## src/rtl/logic_gate_pipe_pkg.sv

```systemverilog
// Shared types and constants for the logic gate pipeline.
// Holds the operation encoding, the delivered-beat counter width,
// and the legal ranges for the WIDTH and STAGES parameters.
package logic_gate_pipe_pkg;

  typedef enum logic [2:0] {
    OP_NAND   = 3'd0,
    OP_AND    = 3'd1,
    OP_NOR    = 3'd2,
    OP_OR     = 3'd3,
    OP_XOR    = 3'd4,
    OP_XNOR   = 3'd5,
    OP_PASS_A = 3'd6,
    OP_NOT_A  = 3'd7
  } op_e;

  localparam int CNT_W      = 16;
  localparam int STAGES_MIN = 1;
  localparam int STAGES_MAX = 4;
  localparam int WIDTH_MIN  = 1;
  localparam int WIDTH_MAX  = 64;

endpackage

```

## src/rtl/logic_gate_pipe_stage.sv

```systemverilog
// Single elastic register stage: one beat plus a valid bit.
// Latency 1 cycle; full throughput when downstream keeps up.
// Backpressure: ready = empty or draining this cycle; flush forces ready low and empties the stage.
module logic_gate_pipe_stage #(
  parameter int W = 10
) (
  input  logic         clk,
  input  logic         rst,
  input  logic         flush_i,
  input  logic         in_vld_i,
  output logic         in_rdy_o,
  input  logic [W-1:0] in_dat_i,
  output logic         out_vld_o,
  input  logic         out_rdy_i,
  output logic [W-1:0] out_dat_o
);

  logic         vld_q, vld_d;
  logic [W-1:0] dat_q, dat_d;
  logic         load;

  // Load when empty or when the held beat leaves this cycle; flush wins over everything.
  always_comb begin
    in_rdy_o = (!vld_q || out_rdy_i) && !flush_i;
    load     = in_vld_i && in_rdy_o;
    vld_d    = vld_q;
    dat_d    = dat_q;
    if (flush_i) begin
      vld_d = 1'b0;
    end else if (load) begin
      vld_d = 1'b1;
      dat_d = in_dat_i;
    end else if (out_rdy_i) begin
      vld_d = 1'b0;
    end
  end

  // State register; data is cleared too so the last stage presents y=0 and flags=0 in reset.
  always_ff @(posedge clk or posedge rst) begin
    if (rst) begin
      vld_q <= 1'b0;
      dat_q <= '0;
    end else begin
      vld_q <= vld_d;
      dat_q <= dat_d;
    end
  end

  assign out_vld_o = vld_q;
  assign out_dat_o = dat_q;

endmodule

```

## src/rtl/logic_gate_pipe.sv

```systemverilog
// Bitwise two-operand logic unit followed by a chain of elastic register stages.
// Latency STAGES cycles from accept to out_valid, one beat per cycle sustained.
// Backpressure: in_ready falls when the chain is full and out_ready is low, and during flush.
module logic_gate_pipe
  import logic_gate_pipe_pkg::*;
#(
  parameter int WIDTH  = 8,
  parameter int STAGES = 2
) (
  input  logic             clk,
  input  logic             rst,
  input  logic             flush,
  input  logic             in_valid,
  output logic             in_ready,
  input  logic [WIDTH-1:0] a,
  input  logic [WIDTH-1:0] b,
  input  logic [2:0]       op,
  output logic             out_valid,
  input  logic             out_ready,
  output logic [WIDTH-1:0] y,
  output logic             y_all_zero,
  output logic             y_all_one,
  output logic [CNT_W-1:0] out_count
);

  // Each stage carries {all_one, all_zero, result} so the flags travel with y.
  localparam int DW = WIDTH + 2;

  if (WIDTH < WIDTH_MIN || WIDTH > WIDTH_MAX) begin : g_bad_width
    $error("logic_gate_pipe: WIDTH=%0d outside %0d..%0d", WIDTH, WIDTH_MIN, WIDTH_MAX);
  end
  if (STAGES < STAGES_MIN || STAGES > STAGES_MAX) begin : g_bad_stages
    $error("logic_gate_pipe: STAGES=%0d outside %0d..%0d", STAGES, STAGES_MIN, STAGES_MAX);
  end

  logic [WIDTH-1:0] res_d;
  logic [DW-1:0]    beat_d;
  logic [DW-1:0]    last_dat;
  logic             deliver;
  logic [CNT_W-1:0] out_count_q, out_count_d;

  // Operation decode; all compute happens here, ahead of the first register.
  always_comb begin
    res_d = '0;
    case (op_e'(op))
      OP_NAND:   res_d = ~(a & b);
      OP_AND:    res_d = a & b;
      OP_NOR:    res_d = ~(a | b);
      OP_OR:     res_d = a | b;
      OP_XOR:    res_d = a ^ b;
      OP_XNOR:   res_d = ~(a ^ b);
      OP_PASS_A: res_d = a;
      OP_NOT_A:  res_d = ~a;
      default:   res_d = '0;
    endcase
  end

  // For WIDTH=1 the reductions collapse to the single bit and its inverse.
  assign beat_d = {&res_d, ~|res_d, res_d};

  for (genvar i = 0; i < STAGES; i++) begin : g_stg
    logic          s_in_vld, s_in_rdy, s_out_vld, s_out_rdy;
    logic [DW-1:0] s_in_dat, s_out_dat;

    if (i == 0) begin : g_head
      assign s_in_vld = in_valid;
      assign s_in_dat = beat_d;
    end else begin : g_link_in
      assign s_in_vld = g_stg[i-1].s_out_vld;
      assign s_in_dat = g_stg[i-1].s_out_dat;
    end

    if (i == STAGES - 1) begin : g_tail
      assign s_out_rdy = out_ready;
    end else begin : g_link_out
      assign s_out_rdy = g_stg[i+1].s_in_rdy;
    end

    logic_gate_pipe_stage #(.W(DW)) u_stage (
      .clk       (clk),
      .rst       (rst),
      .flush_i   (flush),
      .in_vld_i  (s_in_vld),
      .in_rdy_o  (s_in_rdy),
      .in_dat_i  (s_in_dat),
      .out_vld_o (s_out_vld),
      .out_rdy_i (s_out_rdy),
      .out_dat_o (s_out_dat)
    );
  end

  assign in_ready   = g_stg[0].s_in_rdy;
  assign out_valid  = g_stg[STAGES-1].s_out_vld;
  assign last_dat   = g_stg[STAGES-1].s_out_dat;
  assign y          = last_dat[WIDTH-1:0];
  assign y_all_zero = last_dat[WIDTH];
  assign y_all_one  = last_dat[WIDTH+1];

  // Delivered-beat counter; a delivery in a flush cycle still counts, and it wraps freely.
  always_comb begin
    deliver     = out_valid && out_ready;
    out_count_d = out_count_q;
    if (deliver) begin
      out_count_d = out_count_q + CNT_W'(1);
    end
  end

  // Counter register; only reset clears it.
  always_ff @(posedge clk or posedge rst) begin
    if (rst) begin
      out_count_q <= '0;
    end else begin
      out_count_q <= out_count_d;
    end
  end

  assign out_count = out_count_q;

endmodule

```

## config.mk

```make
export PLATFORM = sky130hd
export DESIGN_NAME = logic_gate_pipe
export DESIGN_NICKNAME = d
export VERILOG_FILES = /design/src/rtl/logic_gate_pipe_pkg.sv /design/src/rtl/logic_gate_pipe_stage.sv /design/src/rtl/logic_gate_pipe.sv
export SDC_FILE = /design/constraint.sdc
export NUM_CORES = 1
export LEC_CHECK = 0
export CORE_ASPECT_RATIO = 0.6
export CORE_MARGIN = 4
export CORE_UTILIZATION = 50
export CTS_CLUSTER_SIZE = 24
export DETAILED_ROUTE_END_ITERATION = 10
export HOLD_SLACK_MARGIN = 0.08
export PLACE_DENSITY = 0.8
export REMOVE_ABC_BUFFERS = 1
export SLEW_MARGIN = 15
export SYNTH_ARGS = -nofsm -noshare
export SYNTH_HDL_FRONTEND = slang
export SYNTH_SLANG_ARGS = --single-unit
export TNS_END_PERCENT = 30
```

## constraint.sdc

```tcl
create_clock -name clk -period 1.7 [get_ports clk]
set_input_delay 0.34 -clock clk [delete_from_list [all_inputs] [get_ports clk]]
set_output_delay 0.34 -clock clk [all_outputs]
set_load 0.05 [all_outputs]
```

==> results of run 1 <==
-- power groups by stage --
stage | clock [mW] | combinational [mW] | sequential [mW]
2_1_floorplan | 0 | 0.312 | 1.54
3_3_place_gp | 0 | 1.11 | 1.18
3_5_place_dp | 0 | 1.14 | 1.18
4_1_cts | 0.652 | 1.17 | 1.17
5_1_grt | 0.692 | 1.30 | 1.19
6_report | 0.648 | 1.22 | 1.17
-- per-layer routing --
layer  up-vias  track usage (%)
li1        985                -
met1       977             30.5
met2        58             30.7
met5         -                0
met4         0             1.82
met3         0             5.45
-- worst min-delay path by stage --
stage	start	endpoint	depth (start not counted)
after floorplan	flush	g_stg[0].u_stage.out_vld_o$_DFFE_PP0P_	1
after global placement	g_stg[0].u_stage.out_dat_o[6]$_DFFE_PP0P_	g_stg[0].u_stage.out_dat_o[6]$_DFFE_PP0P_	2
after detailed placement	out_count[15]$_DFFE_PP0P_	out_count[15]$_DFFE_PP0P_	1
after CTS	rst	out_count[15]$_DFFE_PP0P_	3
after global routing	rst	g_stg[0].u_stage.out_dat_o[3]$_DFFE_PP0P_	3
final	rst	g_stg[1].u_stage.out_dat_o[0]$_DFFE_PP0P_	3
-- cell families after synthesis --
group                      count (synthesis)
AOI/OAI and AO/OA                         33
xor gates and xnor gates                  24
adders and majority gates                 17
buffers and inverters                     34
DFF                                       38
muxes                                     17
and+or+nand+nor                           68
-- what timing repair did --
item	4_1_cts	5_1_grt
setup endpoints to repair	11	8
gates resized for setup	74	32
setup buffers	6	3
pin swaps	13	11
-- metrics by stage --
| step | hold WS (ps) | util [%] | std cells | power [mW] | worst slack (ps) |
|---|---|---|---|---|---|
| after floorplan | 406 | - | 222 | 1.85 | -1160 |
| after global placement | 461 | 73.1 | 377 | 2.29 | -846 |
| after detailed placement | 468 | 73.1 | 377 | 2.32 | -987 |
| after CTS | 435 | 78.0 | 390 | 2.99 | -191 |
| after global routing | 438 | 80.7 | 393 | 3.19 | -300 |
| final | 421 | 80.7 | 393 | 3.03 | -244 |
-- worst max-delay path, cell delays in order --
cell and delay (ps):
buf_8 100, inv_4 50, ha_4 180, mux4_2 470, or3_4 420, mux2i_1 180, nand4_1 150, o31ai_2 240
-- cell type report --
type | instances | area, µm²
Tap cell | 60 | 75.1
Fill cell | 270 | 826
Sequential cell | 38 | 951
Multi-Input combinational cell | 159 | 1360
Clock inverter | 2 | 12.5
Inverter | 25 | 106
Timing Repair Buffer | 103 | 868
Clock buffer | 6 | 82.6
-- synthesized netlist by cell type (all sizes together) --
cell type,count
nor2b,5
xnor2,17
nor3,1
nand2b,1
dfrtp,38
inv,24
o32ai,1
a21oi,6
mux2,11
nand2,25
o22a,1
xor2,7
clkinv,1
o31ai,4
o221ai,2
a22oi,3
nand3,6
clkbuf,4
buf,5
mux2i,2
o22ai,1
mux4,4
nor2,15
ha,17
nor3b,2
or2,1
and4,1
or3,2
o21ai,13
a32oi,1
nand3b,1
o2bb2ai,1
and3,2
nand4,5
and2,1
-- flip-flops by register name, summed over array words and instances (netlist names) --
name                     count
g_stg.u_stage.out_dat_o     20
g_stg.u_stage.out_vld_o      2
out_count                   16
-- cells in the final DEF (no fill, tap or decap), drive strengths merged, types with 3 or more instances in the layout --
cell type	n
clkdlybuf4s50	4
a22oi	3
nand2	25
xor2	7
inv	25
dlygate4sd2	7
nor2b	5
xnor2	17
nor2	15
ha	17
clkbuf	8
a21oi	6
o21ai	13
nand4	5
mux2	11
nand3	6
o31ai	4
buf	88
mux4	4
dfrtp	38
==> results.py, run 1 <==
metrics = {
    "power_and_ir_drop": {
        "p_leak_nw": 1.70,
        "p_per_area_nw_per_um2": 878,
        "vdd_drop_max_mv": 0.876,
        "swShare_pct": 38.3,
        "p_int_mw": 1.87,
        "clkPwrFrac_pct": 21.4,
        "power.switching_mw": 1.16,
        "comb_power_share_pct": 40.1,
        "power_frac_seq_pct": 38.5,
    },
    "placed_design": {
        "hpwl_mm": 4.20,
        "gp_congestion": 0.844,
        "dpl_cell_area_um2": 3130,
        "port-buffer-count": 51,
    },
    "sta": {
        "setup_slack_ps": -244,
        "finalClockSkew_ps": 3.67,
        "max_freq_ghz": 0.515,
        "max_slew_margin_pct": 79.2,
        "drv_slew": 0,
        "tns_ps": -377,
        "hold_viol": 0,
        "tightest_slew_ps": 313,
        "finalCritPeriodShare_pct": 114,
        "setup_violations": 3,
        "rsz0062_at_grt": "yes",
        "period_minus_slack_ps": 1940,
    },
    "grt": {
        "grt_pass1_wl_mm": 9.21,
        "antenna_found_initial": 0,
        "grt_usage_pct": 20.3,
        "grt_overflow": 0,
        "grt_pass1_vias": 1968,
        "grt_max_degree": 39,
    },
    "routing": {
        "met3RoutedLength_um": 399,
        "wl_per_cell_um": 14.6,
        "dr.max_layer_used": "met3",
        "met1_length_mm": 2.78,
        "viasPerCell": 5.14,
        "drc": 0,
        "route.met2.wl_mm": 2.55,
        "routed_wl_mm": 5.73,
        "first_iter_violations": 153,
        "dr.pass1.iters": 4,
        "ant_nets": 0,
        "num_vias": 2020,
    },
    "synth": {
        "synthAdderAreaFrac_pct": 9.24,
        "syn_area_per_cell_um2": 9.97,
        "synth-seq-area-share_pct": 41.3,
        "synth-simple-area-share_pct": 14.5,
        "synth.distinct_cells": 41,
        "syn_area_um2": 2300,
        "synth_xor_area_share_pct": 9.13,
        "synth_mux_area_share_pct": 10.3,
        "ys_seq_elements": 38,
        "yosysTopAreaCellShare_pct": 41.3,
        "ys_top_cells_by_area": "dfrtp_1 (41%), ha_1 (9.2%), xnor2_1 (6.5%)",
        "synth_top_family_by_area": "simple AND/OR/NAND/NOR gates",
        "synth_area_leader_cell": "dfrtp_1",
        "synth_compound_area_share_pct": 9.40,
        "synthCells": 231,
        "yosysWarnings": 0,
    },
    "critical_path": {
        "critPathKind": "input pin to flip-flop",
        "reg2reg_slack_ps": 190,
        "critPathMaxFanout": 2,
        "worstSetupEndpointType": "flip-flop",
        "worstSetupStartpointType": "input pin",
        "reg2reg_depth": 5,
        "arrival_ps": 2140,
        "critical_path.startpoint": "a[4]",
        "rr_endpoint": "g_stg[0].u_stage.out_dat_o[9]$_DFFE_PP0P_",
        "crit_end": "g_stg[0].u_stage.out_dat_o[8]$_DFFE_PP0P_",
        "cp.required_ps": 1900,
        "r2r_start": "g_stg[1].u_stage.out_vld_o$_DFFE_PP0P_",
    },
    "floorplan": {
        "dieHeight_um": 60.6,
        "die_area_um2": 5790,
        "rows": 18,
        "design.core.area_um2": 4280,
        "chipWidth_um": 95.6,
        "start_util_pct": 53.8,
        "ioPinCount": 52,
    },
    "clock_network": {
        "cts_max_level": 2,
        "cts_buffer_depth": 2,
        "clkTransAtPathRegs_ps": 80,
        "cts-root-buf": "clkbuf_8",
        "holdBufCountCts": 0,
        "cts_tree": "built",
        "clkSinkCount": 38,
        "numCtsBuffers": 5,
        "clock_latency_ps": 280,
    },
    "final_layout": {
        "drive_gt1_share_pct": 45.3,
        "diodes": 0,
        "fin_area_um2": 3450,
        "areaGrowthSynthToFinish_pct": 50.0,
        "fin_nets": 373,
    },
    "outcome": {
        "outcome": "complete, but fails checks",
        "violations": "negative setup slack",
    },
    "run": {
        "max-cap-violations": 0,
    },
    "min_path": {
        "hold_class": "input pin to asynchronous set/reset pin",
    },
}
Note: power is estimated with default switching activity, not from simulation.
==> inputs of run 2 (changes only) <==
--- a/config.mk
+++ b/config.mk
@@ -5,13 +5,13 @@
 export SDC_FILE = /design/constraint.sdc
 export NUM_CORES = 1
 export LEC_CHECK = 0
+export ABC_AREA = 1
 export CORE_ASPECT_RATIO = 0.6
 export CORE_MARGIN = 4
-export CORE_UTILIZATION = 50
-export CTS_CLUSTER_SIZE = 24
+export CORE_UTILIZATION = 53
 export DETAILED_ROUTE_END_ITERATION = 10
 export HOLD_SLACK_MARGIN = 0.08
-export PLACE_DENSITY = 0.8
+export PLACE_DENSITY = 0.81
 export REMOVE_ABC_BUFFERS = 1
 export SLEW_MARGIN = 15
 export SYNTH_ARGS = -nofsm -noshare
==> run 2 against run 1 <==
  * The run now ends clean
  * Clock power is 3.2% higher
  * Die area increased by 14%
  * Utilization shrank 2.7 points
  * Sequential power about the same
  * Synthesized cell count grew 65%
==> results.py, run 2 <==
metrics = {
    "clock_network": {
        "cts-root-buf": "clkbuf_8",
        "cts_buffer_depth": 2,
        "cts_max_level": 2,
        "clkTransAtPathRegs_ps": 80,
        "clock_latency_ps": 290,
        "cts_tree": "built",
        "clkSinkCount": 38,
        "numCtsBuffers": 5,
    },
    "final_layout": {
        "drive_gt1_share_pct": 32.2,
        "final_cell_mix": "nand2_1 (96), buf_4 (71), nor2_1 (39)",
        "diodes": 0,
        "fin_nets": 518,
        "areaGrowthSynthToFinish_pct": 40.9,
        "fill_cells": 369,
        "largest_reg_flops": 20,
        "mostFrequentLayoutCell": "nand2_1",
    },
    "grt": {
        "grt_overflow": 0,
        "grt_max_degree": 39,
        "grt_pass1_wl_mm": 13.2,
        "grt_usage_pct": 25.2,
        "grt_pass1_vias": 2751,
        "antenna_found_initial": 0,
    },
    "routing": {
        "routed_wl_mm": 8.28,
        "viasPerCell": 5.37,
        "num_vias": 2922,
        "ant_nets": 0,
        "first_iter_violations": 211,
        "dr.pass1.iters": 5,
        "drc": 0,
        "wl_per_cell_um": 15.2,
    },
    "synth": {
        "ys_top_cells_by_area": "dfrtp_1 (34%), nand2_1 (14%), ha_1 (7.5%)",
        "synth.distinct_cells": 34,
        "postSynth.asyncResetShare_pct": 100,
        "yosysTopAreaCellShare_pct": 33.7,
        "synth_area_leader_cell": "dfrtp_1",
        "syn_area_per_cell_um2": 7.40,
        "synth-seq-area-share_pct": 33.7,
        "synth-main-ff-cell": "dfrtp_1",
        "synth_edf_count": 0,
        "yosysWarnings": 0,
        "synthCells": 382,
        "yosys-top-cells-count": "nand2_1 (102), inv_1 (52), nor2_1 (42)",
        "syn_area_um2": 2830,
        "yosysMostFrequentCell": "nand2_1",
        "ys_seq_elements": 38,
    },
    "sta": {
        "holdWs_ps": 408,
        "tightest_slew_ps": 299,
        "max_slew_margin_pct": 79.9,
        "finalCritPeriodShare_pct": 96.0,
        "tns_ps": 0,
        "rsz0062_at_grt": "yes",
        "max_freq_ghz": 0.612,
        "hold_viol": 0,
        "finalClockSkew_ps": 7.38,
        "setup_violations": 0,
        "drv_slew": 0,
        "period_minus_slack_ps": 1630,
    },
    "floorplan": {
        "rows": 20,
        "dieHeight_um": 64.6,
        "design.core.area_um2": 5100,
        "chipWidth_um": 102,
        "ioPinCount": 52,
        "start_util_pct": 55.3,
        "die_area_um2": 6600,
    },
    "power_and_ir_drop": {
        "p_leak_nw": 2.25,
        "p_per_area_nw_per_um2": 775,
        "vdd_drop_max_mv": 0.710,
        "power_mw": 3.08,
    },
    "min_path": {
        "hold_class": "input pin to asynchronous set/reset pin",
    },
    "critical_path": {
        "rr_endpoint": "out_count[14]$_DFFE_PP0P_",
        "reg2reg_slack_ps": 120,
        "reg2reg_depth": 9,
        "cp.required_ps": 1360,
        "arrival_ps": 1290,
        "worstSetupEndpointType": "output pin",
        "critical_path.startpoint": "flush",
        "critPathMaxFanout": 4,
        "worstSetupStartpointType": "input pin",
        "critPathKind": "input pin to output pin",
        "r2r_start": "out_count[1]$_DFFE_PP0P_",
    },
    "run": {
        "max-cap-violations": 0,
    },
    "outcome": {
        "outcome": "finished clean",
    },
    "placed_design": {
        "port-buffer-count": 51,
        "hpwl_mm": 6.06,
        "gp_congestion": 0.923,
    },
}
-- run 2: stage by stage --
step / std cells / utilization [%] / instance area [µm²] / setup slack [ps]
CTS: 542 / 74.2 / 3790 / -31.4
floorplan: 369 / - / 2710 / -885
global route: 544 / 78.0 / 3980 / -47.5
finish: 544 / 78.0 / 3980 / 67.3
detailed placement: 533 / 71.5 / 3650 / -430
global placement: 533 / 71.5 / 3650 / -375
-- run 2: logic make-up (layout without fill, tap and decap cells) --
family                   count (synthesis)  after routing  share of synthesized area, %
AND/OR/NAND/NOR                        215            216                          35.8
buffers and inverters                   68            163                          11.6
flip-flops                              38             38                          33.7
AO/OA/AOI/OAI                           24             24                          4.52
adder cells (fa/ha/maj)                 17             17                          7.53
XOR/XNOR                                12             12                          3.72
multiplexers                             8              8                          3.19
-- run 2: worst max-delay path by stage --
stage                                                      endpoint  slack, ps  cells after the start
after floorplan           g_stg[0].u_stage.out_dat_o[9]$_DFFE_PP0P_       -890                      7
after global placement    g_stg[0].u_stage.out_dat_o[8]$_DFFE_PP0P_       -370                     12
after detailed placement  g_stg[0].u_stage.out_dat_o[8]$_DFFE_PP0P_       -430                     12
after CTS                 g_stg[0].u_stage.out_dat_o[8]$_DFFE_PP0P_        -30                     15
after global routing                      out_count[14]$_DFFE_PP0P_        -50                      9
final                                                      in_ready         70                      4
-- run 2: metal layers --
layer  wire [µm]  vias up  GRT usage [%]
li1            -     1407              -
met3         665       13           5.81
met2        3700      140           39.2
met5           0        -              0
met1        3820     1362           36.6
met4          87        0           4.09
-- run 2: cell type report --
class | instances | area [µm²] | area share (%)
clock buffer | 7 | 86.3 | 2.17
sequential | 38 | 952 | 23.9
inverter | 55 | 214 | 5.38
clock inverter | 1 | 5.00 | 0.126
multi-input combinational | 277 | 1730 | 43.5
timing repair buffer | 100 | 910 | 22.9
tap | 66 | 82.6 | 2.07
-- run 2: worst max-delay path, cell delays in order --
cell and delay [ps]:
clkdlybuf4s50_1 490, a31oi_4 190, buf_4 140, buf_12 120
-- run 2: power breakdown --
part	leakage, nW	internal (mW)	switching [mW]
Sequential	0.484	1.04	0.116
Combinational	1.72	0.474	0.787
Clock	0.0482	0.328	0.341
Total	2.25	1.84	1.24
-- run 2: timing repair --
action	CTS	global route
buffers inserted	0	2
cloned	1	0
hold buffers	0	0
hold endpoints to repair	0	0
setup endpoints to repair	5	12
gates resized for setup	11	51
pin swaps	5	20
==> edit 1 (settings of run 1) <==
`STAGES`: 2 -> 4.
--- a/src/rtl/logic_gate_pipe.sv
+++ b/src/rtl/logic_gate_pipe.sv
@@ -7,3 +7,3 @@
   parameter int WIDTH  = 8,
-  parameter int STAGES = 2
+  parameter int STAGES = 4
 ) (
Behaviour: not the same (Yosys sat finds a counterexample within 4 cycles, from zero or initial values and one cycle with rst high).
==> edit 1 against run 1 <==
- the run still ends with setup timing left
- cell area is 25% higher
- area after synthesis is 33% higher
- routed wire length is 33% higher
- setup slack worse by 0.063 ns
- sequential cell count is 22 higher
- count of clock-buffer cells in the layout is 6 higher
- sequential power is 59% higher
- worst hold slack worse by 0.056 ns
- non-clock buffer count is 7 lower
- cell count is 12% higher
- total power is 44% higher
- critical endpoint is now g_stg[0].u_stage.out_dat_o[9]
- largest cell class unchanged
- largest power group is now registers
==> edit 1: results <==
metrics = {
    "logic_synthesis": {
        "netlist-cell-type-count": 39,
        "synth_area_leaders": "dfrtp_1 (49%), mux2_1 (11%), ha_1 (7.0%)",
        "syn_area_per_cell_um2": 11.84,
        "seq_area_frac_synth_pct": 49.16,
        "synth_xor_area_share_pct": 6.309,
        "synth_compound_area_share_pct": 3.482,
        "synthMuxAreaShare_pct": 17.29,
        "synthAdderAreaFrac_pct": 6.964,
    },
    "grt": {
        "track_usage_pct": 19.61,
        "grt_max_degree": 61,
        "grt_pass1_wl_um": 10960,
        "grt_pass1_vias": 2336,
    },
    "place": {
        "dp.cells": 418,
        "dp_hpwl_um": 4507,
        "gp_congestion": 0.7731,
        "place_area_um2": 3876,
        "dp_slack_ns": -1.041,
    },
    "power": {
        "pg_clk_w": 0.00131,
        "powerDensity_nw_per_um2": 1009,
        "p_leak_nw": 2.101,
        "pwr-share-seq_pct": 42.5,
        "p_int_w": 0.002946,
        "vdd_ir_drop_max_mv": 0.4870,
    },
    "critical_path": {
        "reg2reg_to": "out_count[15]",
        "crit_family": "compound AO/OA/AOI/OAI gates",
        "endpoint": "g_stg[0].u_stage.out_dat_o[9]",
        "r2r-start": "g_stg[3].u_stage.out_vld_o",
        "cp_slowest_cell": "or4_1",
        "reg2reg_depth": 6,
        "critPathMaxStageDelay_ns": 0.54,
        "reg2reg_slack_ns": -0.04,
        "cp-startpoint": "a[7]",
    },
    "cells_and_area": {
        "drive_above_1_share_pct": 39.44,
        "nNetsFinal": 396,
        "fillers": 361,
        "largest_reg_flops": 40,
        "regArea_um2": 1501,
    },
    "routing": {
        "first_iter_violations": 137,
        "finalWirelength_um": 7642,
        "wl_per_cell_um": 17.37,
    },
    "clock_tree": {
        "cts_inserted_buffers": 9,
        "clock_latency_ns": 0.34,
        "clockBufferDepth": 2,
        "ctsHtreeMaxLevel": 3,
    },
    "sta": {
        "final-setup-viol-count": 6,
        "worst_slew_pin_slew_ns": 0.3219,
        "finalClockSkew_ns": 0.004553,
        "layout_setup_ws_ns": -0.3063,
        "setup_tns_ns": -0.5500,
    },
    "outcome": {
        "outcome": "finished with violations",
        "violations": "setup timing",
    },
}
-- edit 1: changes by cell type after synthesis, sizes merged, moves of 3 or more --
cell | before | now
nand3 | 6 | 9
mux4 | 4 | 7
a21oi | 6 | 3
inv | 24 | 27
nor2b | 5 | 1
nand2 | 25 | 17
xor2 | 7 | 4
dfrtp | 38 | 60
a22oi | 3 | 0
mux2 | 11 | 31
or4 | 0 | 3
o21ai | 13 | 9
-- edit 1: cells by family after synthesis --
kind of cell / count (synthesis)
compound gates: 17
mux: 39
flops: 60
buf+inv: 38
xor+xnor: 22
fa+ha+maj: 17
simple gates: 65
-- edit 1: cell type report --
class / count / area share (%)
clock buffers: 12 / 3.585
repair buffers: 96 / 19.72
well taps: 80 / 2.313
multi-input cells: 160 / 35.94
clock inverters: 4 / 1.099
flip-flops and latches: 60 / 34.69
inverters: 28 / 2.660
-- edit 1: worst min path at each step --
stage / start / end / slack (ns) / cells past startpoint
floorplan: flush / g_stg[0].u_stage.out_vld_o / 0.41 / 1
global route: rst / out_count[15] / 0.39 / 3
global placement: out_count[15] / out_count[15] / 0.46 / 1
detailed placement: out_count[15] / out_count[15] / 0.46 / 1
CTS: rst / out_count[12] / 0.39 / 3
finish: rst / out_count[12] / 0.37 / 3
-- edit 1: per-layer routing --
layer	global-route usage [%]	part of all wire, %
met1	24.86	44
met2	31.27	47
met3	6.233	5.9
met4	8.819	2.7
met5	0	0
-- edit 1: repair_timing --
item,CTS,global route
pin swaps,16,15
endpoints found under the hold margin,0,0
setup endpoints to repair,13,26
gates resized for setup,88,35
cloned,0,1
buffers inserted,6,2
-- edit 1: tightest hold or removal path: stages --
cell,delay (ns)
clkdlybuf4s50_1,0.41
inv_2,0.07
buf_12,0.27
==> edit 2 (settings of run 1) <==
Made on the original files. `dat_q` no longer has a reset.
--- a/src/rtl/logic_gate_pipe_stage.sv
+++ b/src/rtl/logic_gate_pipe_stage.sv
@@ -41,7 +41,9 @@
       vld_q <= 1'b0;
-      dat_q <= '0;
     end else begin
       vld_q <= vld_d;
-      dat_q <= dat_d;
     end
+  end
+
+  always_ff @(posedge clk) begin
+    dat_q <= dat_d;
   end
Formal check against the unedited RTL: differs if rst is asserted again (counterexample within 4 cycles, from zero or initial values and one cycle with rst high); with rst held inactive, the same outputs for 10 cycles.
==> edit 2 against run 1 <==
- setup slack better by 0.081 ns
- cell area down 7.7%
- fmax up 4.4%
- largest power group is now registers
- area after synthesis down 9.4%
- largest cell class unchanged
- total power down 9.6%
- routed wire length up 6.5%
- highest routed layer is now met4
- sequential cell count unchanged
- the flow still finishes with violations (setup timing)
- die area down 8.4%
==> edit 2: results <==
metrics = {
    "grt": {
        "grt_pass1_wl_um": 9170,
        "gr-usage-met2_pct": 41.54,
        "grt_max_degree": 19,
        "grt_use_met1_pct": 24.81,
        "met3_usage_pct": 4.799,
        "track_usage_pct": 22.77,
    },
    "power": {
        "vdd_ir_drop_max_mv": 0.5679,
        "p_sw_share_pct": 32.39,
        "p_comb_share_pct": 32.1,
        "p_leak_nw": 1.435,
    },
    "critical_path": {
        "cp_slowest_cell": "clkdlybuf4s50_1",
        "reg2reg_to": "out_count[12]",
        "critPathMaxStageDelay_ns": 0.44,
        "reg2reg_slack_ns": 0.16,
        "r2r-start": "out_count[0]",
        "endpoint": "g_stg[0].u_stage.out_dat_o[8]",
        "crit_family": "compound AO/OA/AOI/OAI gates",
    },
    "routing": {
        "first_iter_violations": 114,
        "routedLengthMet1_um": 2217,
        "dr_wl_met3_um": 352,
        "highest_layer": "met4",
        "vias": 1696,
        "finalWirelength_um": 6104,
        "met2WireLength_um": 3285,
    },
    "sta": {
        "final-setup-viol-count": 3,
        "worst_slew_pin_slew_ns": 0.6782,
        "layout_setup_ws_ns": -0.1624,
    },
    "clock_tree": {
        "post_cts_buffers": 3,
        "cts_resized": 101,
    },
    "logic_synthesis": {
        "synth_xor_area_share_pct": 10.08,
        "synthMuxAreaShare_pct": 8.938,
        "seq_area_frac_synth_pct": 50.39,
        "synth_edf_count": 20,
        "netlist-cell-type-count": 35,
        "synth_compound_area_share_pct": 3.299,
        "synthFlopType": "edfxtp_1",
        "synth_top_cells_by_count": "inv_1 (28), xnor2_1 (21), edfxtp_1 (20)",
        "synthArstFlopShare_pct": 47.37,
        "synth_area_leaders": "edfxtp_1 (29%), dfrtp_1 (22%), ha_1 (10%)",
    },
    "cells_and_area": {
        "drive_above_1_share_pct": 49.43,
    },
    "hold_path": {
        "hold_path_class": "reg2reg",
    },
    "outcome": {
        "outcome": "finished with violations",
        "violations": "setup timing",
    },
    "place": {
        "gp_congestion": 0.7756,
    },
}
## edit 2: changes by cell type in the layout (fill, tap and decap cells not counted), moves of 6 or more
cell	before	now
nor2_1	13	7
o21ai_0	9	0
nand2_1	25	8
mux2_2	11	0
dfrtp_1	38	18
buf_4	74	57
edfxtp_1	0	20
dlygate4sd2_1	7	1
## edit 2: final cells by class
class / count / area, um^2 / area share (%)
clock buffer: 8 / 111.4 / 3.493
tap: 47 / 58.81 / 1.845
sequential: 38 / 1051 / 32.97
inverter: 29 / 116.4 / 3.650
timing repair buffer: 87 / 755.7 / 23.70
multi-input combinational: 99 / 1095 / 34.34
## edit 2: stage by stage
stage	std cells	worst slack (ns)	cell area [um^2]	setup TNS [ns]
floorplan	166	-0.6970	2052	-10.95
global placement	294	-0.7618	2814	-6.378
detailed placement	294	-0.8807	2814	-7.933
CTS	305	-0.06220	3087	-0.1210
global route	308	-0.1971	3188	-0.4020
finish	308	-0.1624	3188	-0.3578
